--- src/rtl/fifo_ptr_ctrl.sv ---
// rtl/fifo_ptr_ctrl.sv - write/read pointer control for a 2^ADDR_WIDTH-entry synchronous FIFO
//
// Purpose:
//   Owns the write and read pointers of the FIFO. Each pointer is ADDR_WIDTH+1
//   bits: the low ADDR_WIDTH bits address the dual-port RAM, the top bit is the
//   wrap bit used by the external full/empty status logic. Full/Empty come back
//   from that logic and gate pointer advances; they are trusted as given.
//   Also produces the handshake strobes, fill level, threshold flags and sticky
//   error flags. Every output is registered.
//
// Ports:
//   clk           rising-edge clock
//   rst           asynchronous active-high reset
//   WR_EN/RD_EN   write / read requests
//   FLUSH         synchronous clear of all FIFO state, highest priority
//   Full/Empty    status flags derived combinationally from WR_PTR/RD_PTR
//   WR_PTR/RD_PTR pointers {wrap, address}
//   WR_ACK        pulse the cycle after an accepted write
//   RD_VALID      pulse the cycle after an accepted read (lines up with RAM data)
//   Count         fill level 0..2^ADDR_WIDTH
//   Almost_Full   Count >= AF_LEVEL
//   Almost_Empty  Count <= AE_LEVEL
//   Overflow      sticky, write request while Full
//   Underflow     sticky, read request while Empty

module fifo_ptr_ctrl #(
   parameter int ADDR_WIDTH = 8,
   parameter int AF_LEVEL   = 240,
   parameter int AE_LEVEL   = 16
) (
   input  logic                  clk,
   input  logic                  rst,
   input  logic                  WR_EN,
   input  logic                  RD_EN,
   input  logic                  FLUSH,
   input  logic                  Full,
   input  logic                  Empty,
   output logic [ADDR_WIDTH:0]   WR_PTR,
   output logic [ADDR_WIDTH:0]   RD_PTR,
   output logic                  WR_ACK,
   output logic                  RD_VALID,
   output logic [ADDR_WIDTH:0]   Count,
   output logic                  Almost_Full,
   output logic                  Almost_Empty,
   output logic                  Overflow,
   output logic                  Underflow
);

   localparam int PW = ADDR_WIDTH + 1;
   localparam logic [PW-1:0] LP_AF  = PW'(AF_LEVEL);
   localparam logic [PW-1:0] LP_AE  = PW'(AE_LEVEL);
   localparam logic [PW-1:0] LP_ONE = PW'(1);

   logic [PW-1:0] r_wr_ptr;
   logic [PW-1:0] r_rd_ptr;
   logic [PW-1:0] r_count;
   logic          r_wr_ack;
   logic          r_rd_valid;
   logic          r_almost_full;
   logic          r_almost_empty;
   logic          r_overflow;
   logic          r_underflow;

   logic          w_wr_acc;
   logic          w_rd_acc;
   logic [PW-1:0] w_wr_ptr_nxt;
   logic [PW-1:0] w_rd_ptr_nxt;
   logic [PW-1:0] w_count_nxt;
   logic          w_overflow_nxt;
   logic          w_underflow_nxt;

   // While Full a simultaneous read still goes through (frees a slot) and while
   // Empty a simultaneous write still goes through; only the blocked side is
   // rejected. Reads never fall through on an empty FIFO.
   assign w_wr_acc = WR_EN & ~Full  & ~FLUSH;
   assign w_rd_acc = RD_EN & ~Empty & ~FLUSH;

   always_comb begin
      w_wr_ptr_nxt    = r_wr_ptr;
      w_rd_ptr_nxt    = r_rd_ptr;
      w_overflow_nxt  = r_overflow;
      w_underflow_nxt = r_underflow;
      if (FLUSH) begin
         w_wr_ptr_nxt    = '0;
         w_rd_ptr_nxt    = '0;
         w_overflow_nxt  = 1'b0;
         w_underflow_nxt = 1'b0;
      end else begin
         // Natural PW-bit rollover toggles the wrap bit on address 255->0.
         if (w_wr_acc) w_wr_ptr_nxt = r_wr_ptr + LP_ONE;
         if (w_rd_acc) w_rd_ptr_nxt = r_rd_ptr + LP_ONE;
         if (WR_EN & Full)  w_overflow_nxt  = 1'b1;
         if (RD_EN & Empty) w_underflow_nxt = 1'b1;
      end
   end

   // Derived from the next pointers so Count can never disagree with them;
   // modulo-2^PW subtraction gives 0..2^ADDR_WIDTH when Full/Empty are honest.
   assign w_count_nxt = w_wr_ptr_nxt - w_rd_ptr_nxt;

   always_ff @(posedge clk or posedge rst) begin
      if (rst) begin
         r_wr_ptr       <= '0;
         r_rd_ptr       <= '0;
         r_count        <= '0;
         r_wr_ack       <= 1'b0;
         r_rd_valid     <= 1'b0;
         r_almost_full  <= 1'b0;
         r_almost_empty <= 1'b1;
         r_overflow     <= 1'b0;
         r_underflow    <= 1'b0;
      end else begin
         r_wr_ptr       <= w_wr_ptr_nxt;
         r_rd_ptr       <= w_rd_ptr_nxt;
         r_count        <= w_count_nxt;
         r_wr_ack       <= w_wr_acc;
         r_rd_valid     <= w_rd_acc;
         r_almost_full  <= (w_count_nxt >= LP_AF);
         r_almost_empty <= (w_count_nxt <= LP_AE);
         r_overflow     <= w_overflow_nxt;
         r_underflow    <= w_underflow_nxt;
      end
   end

   assign WR_PTR       = r_wr_ptr;
   assign RD_PTR       = r_rd_ptr;
   assign Count        = r_count;
   assign WR_ACK       = r_wr_ack;
   assign RD_VALID     = r_rd_valid;
   assign Almost_Full  = r_almost_full;
   assign Almost_Empty = r_almost_empty;
   assign Overflow     = r_overflow;
   assign Underflow    = r_underflow;

endmodule

--- config.mk ---
export PLATFORM = sky130hd
export DESIGN_NAME = fifo_ptr_ctrl
export DESIGN_NICKNAME = d
export VERILOG_FILES = /design/src/rtl/fifo_ptr_ctrl.sv
export SDC_FILE = /design/constraint.sdc
export NUM_CORES = 1
export LEC_CHECK = 0
export CORE_ASPECT_RATIO = 0.7
export CORE_MARGIN = 10
export CORE_UTILIZATION = 50
export DETAILED_ROUTE_END_ITERATION = 10
export HOLD_SLACK_MARGIN = 0.05
export PLACE_DENSITY = 0.79
export SYNTH_ARGS = -nofsm -noshare
export SYNTH_HDL_FRONTEND = slang
export SYNTH_SLANG_ARGS = --single-unit
--- constraint.sdc ---
create_clock -name clk -period 3.8 [get_ports clk]
set_input_delay 0.38 -clock clk [delete_from_list [all_inputs] [get_ports clk]]
set_output_delay 0.38 -clock clk [all_outputs]
set_load 0.02 [all_outputs]
After elaboration in Yosys (flattened, before gate mapping)
Cells that the tools add are included.

storage, ports and cells
  register bits after elaboration = 33
  bits in latches = 0
  bits in writable memories = 0
  bits in read-only memories = 0
  output and inout bits = 33
  word-level logic and storage cells = 33
  memories = 0

operators by class
  add/subtract/negate cells = 3
  $mul = 0
  divide/modulo/power cells = 0
  order comparisons = 2
  equality and inequality tests = 0
  shift operators = 0
  muxes and demuxes = 8
  bitwise operators = 9
  reductions and logical operators = 2

operators with widths
  cell                 number
  $mux 9               4
  $add 9x1->9 const B  2
  $ge 9x8->1 const B   1
  $le 9x5->1 const B   1
  $sub 9x9->9          1
  $and 1x1->1          6
  $mux 1               4
  $reduce_bool 2->1    2
  $not 1->1            3

Depth between registers and ports, before layout
  depth in word-level cells = 7
  gate-level depth with buffers = 14
  gate-level depth less buffers = 13

Worst setup path after synthesis
No wires, ideal clock.

  path type = flip-flop to flip-flop
  start point = reg r_rd_ptr[0] (netlist: RD_PTR[0])
  end point = reg r_almost_empty (netlist: Almost_Empty)
  data arrival time = 3.063 ns
  slack = 0.632 ns
  stages on the path, launching flop included = 12
  buffers on the path = 0
  period minus slack after synthesis = 3.168 ns
  path through = dfrtp_1 -> ha_1 -> mux2i_1 -> or2_2 -> ha_1 -> nor2b_1 -> o31a_1 -> or4_1 -> a31oi_2 -> xor2_1 -> nand3b_1 -> a2111oi_2

on the way
  cells in the longest elaborated chain, start to end = 5

ends and longest elaborated chain
  item                    RTL line  RTL
  start, declared         55        logic [PW-1:0] r_rd_ptr;
  start signal, assigned  114       r_rd_ptr <= w_rd_ptr_nxt;
  $add 9x1->9             91        if (w_rd_acc) w_rd_ptr_nxt = r_rd_ptr + LP_ONE;
  $mux 9 (*)              91
  $mux 9 (*)              83        if (FLUSH) begin
  $sub 9x9->9 (*)         99        assign w_count_nxt = w_wr_ptr_nxt - w_rd_ptr_nxt;
  net w_count_nxt[7]      68        logic [PW-1:0] w_count_nxt;
  $le 9x5->1 (*)          119       r_almost_empty <= (w_count_nxt <= LP_AE);
  end signal, assigned    119
  end, declared           60        logic r_almost_empty;

Mark *: on every way through the listed nets, which the timed path passes. The rest lies on a longest branch.
A chain may end at the register's enable or synchronous reset.

Final worst setup path
  start point = in RD_EN
  end point = reg r_almost_empty (netlist: Almost_Empty)

on the way
  cells in the longest elaborated chain, start to end = 6

ends and longest elaborated chain
  item                       RTL line  RTL
  start, declared            34        input logic RD_EN,
  $and 1x1->1 (2 in series)  76        assign w_rd_acc = RD_EN & ~Empty & ~FLUSH;
  $mux 9                     91
  $mux 9                     83
  $sub 9x9->9                99
  net w_count_nxt[7]         68
  $le 9x5->1                 119

The timed path passes the listed nets, and every way through them passes these cells.

==> impl_results.md <==
- Global-route wire length before repair: 7.33 mm
- Sequential cell area: 827 sq um
- Final Critical Period: 3550 ps
- Min-Delay Path Class: input port to async pin
- Worst vdd ir: 327 uV
- Final setup margin: 254 ps
- Total GRT Usage: 14.1%
- Worst-path clk slew: 70 ps
- Cell variety after synth: 39
- # rows: 18
- Sequential share of the synthesized area: 46.4%
- Number of global-route vias before repair: 1523
- Main synth FF type: dfrtp_1
- Multi-input combinational cell area: 883 sq um
- Clock sink total: 33
- Power, Total: 831 uW
- Layout cell share with drive strength beyond 1: 13.2%
- Largest net degree at the start of global routing: 34
- Worst-Skew Late Latency: 290 ps
- Setup CP Type: input port to register
- Cts repair resizes: 0
- Slew HR: 70.8%
- Asr flop ratio synth: 100%
- GRT overflow: 0
- Syn nets: 187
- Most frequent cells in the layout: clkdlybuf4s50_1, dfrtp_1, nor2_1, inv_1, xnor2_1
- CTS Buffer Depth: 2
- Post-DP HPWL: 3.38 mm
- Pre-CTS setup slack: -58.4 ps
- Core region area: 0.00347 sq mm
- # fillers: 281
- Final core utilization: 67.8%
- # IOs: 40
- Avg Inst Size Synth: 10.5 sq um
- Worst Path Required: 3980 ps
- # setup viols final: 0
- Max Fanout on Critical Path: 4
- Critical Path AT: 3730 ps
- Drt first pass iters: 4
- Inserted Clock Buffers: 5
- Synthesized instance count: 169
- Hold slack: 476 ps
- Drt via density: 5.11
- F_max: 282 MHz
- Post-CTS Setup Repair Bufs: 0
- Die width: 91.4 um
- DR iter-0 viols: 77
- Detailed-route DRC error count: 0
- Final Max Slew Viols: 0
- CTS tree: built
- Setup TNS: 0 ps
- Final WL: 4.33 mm
- Post-Syn Area: 0.00178 sq mm
- Die ar.: 0.00639 sq mm
- DIE HEIGHT: 69.9 um
- Pin slew with the least headroom to its limit: 432 ps
- RD Place Congestion: 0.796
- Worst R2R Path Depth: 12
- PwrDens: 354 mW/mm^2
- WL/cell: 16.1 um
- Max_cap viols: 0
- P_leak: 0.00107 uW
- Count of antenna-violating nets left after detailed routing: 0
- Post-route clock period utilization: 93.3%
- Worst setup SP type: input port
- Initial core utilization: 51.4%
- RSZ-0062 raised after global routing: false
- CTS Root Buffer Type: clkbuf_8
- Via count: 1375
- Hold_buf cts: 0
- Port buffer count: 39
- Final clock skew: 7.76 ps
- Number of synthesized flops with an enable pin: 0
- Crit path capture type: register
- Final hold vios: 0
- Ant. Diodes: 0
- Yosys warning count: 0
- Nets@finish: 236
- Commonest non-fill, non-tap cell in the layout: clkdlybuf4s50_1
- Layout area overhead: 32.0%
- H-tree depth: 2
- Status: finished clean
- Number of synthesized register bits: 33
- Initial antenna violation count: 0
==> metrics by stage <==
| step | std cells | area [sq um] |
|---|---|---|
| floorplan | 169 | 1780 |
| global placement | 261 | 2260 |
| detailed placement | 261 | 2260 |
| CTS | 269 | 2350 |
| global route | 269 | 2350 |
| finish | 269 | 2350 |
==> power by group <==
| part | total [uW] | internal (uW) | switching (uW) |
|---|---|---|---|
| logic | 173 | 79.9 | 92.7 |
| clock network | 273 | 148 | 126 |
| registers | 385 | 376 | 8.80 |
==> state kept, by name (all words and copies together), names as in the netlist <==
signal	cells
WR_PTR	9
Almost_Empty	1
RD_VALID	1
WR_ACK	1
RD_PTR	9
Count	9
Overflow	1
Underflow	1
Almost_Full	1
==> synth_stat cells, drive strengths merged, types with 3 or more instances <==
cell type  count  area, sq um
dfrtp         32          801
a21oi          7         35.0
nand2          8         30.0
or2            9         56.3
ha            10          125
nor3           3         15.0
nand4          3         18.8
nor2          16         60.1
nand2b         5         38.8
inv           14         52.6
nor2b          5         31.3
nand3          6         30.0
xnor2         14          123
o21ai          3         15.0
nor4           4         46.3
xor2           9         78.8
==> logic make-up (layout without fill, tap and decap cells) <==
family / Yosys count / in the layout / synth area share (%)
adders and majority gates: 11 / 11 / 8.15
xor gates and xnor gates: 23 / 23 / 11.3
and+or+nand+nor: 63 / 63 / 20.2
DFF: 33 / 33 / 46.4
muxes: 4 / 4 / 2.60
AOI/OAI and AO/OA: 18 / 18 / 7.37
buffers and inverters: 17 / 67 / 4.00
==> path summary, 6_finish.rpt <==
kind | from | endpoint | slack (ps)
setup / recovery | RD_EN | Almost_Empty | 250
hold / removal | rst | WR_PTR[7] | 480
setup reg to reg | RD_PTR[0] | Almost_Empty | 430
hold reg to reg | Overflow | Overflow | 500
max in group asynchronous | rst | Almost_Empty | 2990
min in group clk | Overflow | Overflow | 500
==> metal layers <==
layer	global-route usage, %	part of all wire (%)
met1	16.1	45
met2	23.2	47
met3	6.51	6.6
met4	3.99	0.88
met5	0	0
==> layout make-up <==
class | count | area share, %
clock buffers | 8 | 3.83
repair buffers | 45 | 18.5
multi-input cells | 119 | 37.6
flip-flops and latches | 33 | 35.2
inverters | 14 | 2.24
well taps | 50 | 2.66
==> worst max-delay path: stages <==
cell and delay [ps]:
clkdlybuf4s50_1 500, nor2b_1 280, nand2_1 100, xor2_1 140, or2_2 290, ha_1 340, o21a_1 190, o31a_1 110
or4_1 420, a31oi_2 270, xor2_1 110, nand3b_1 200, a2111oi_2 400
No activity file was read; power rests on OpenSTA's default activity.
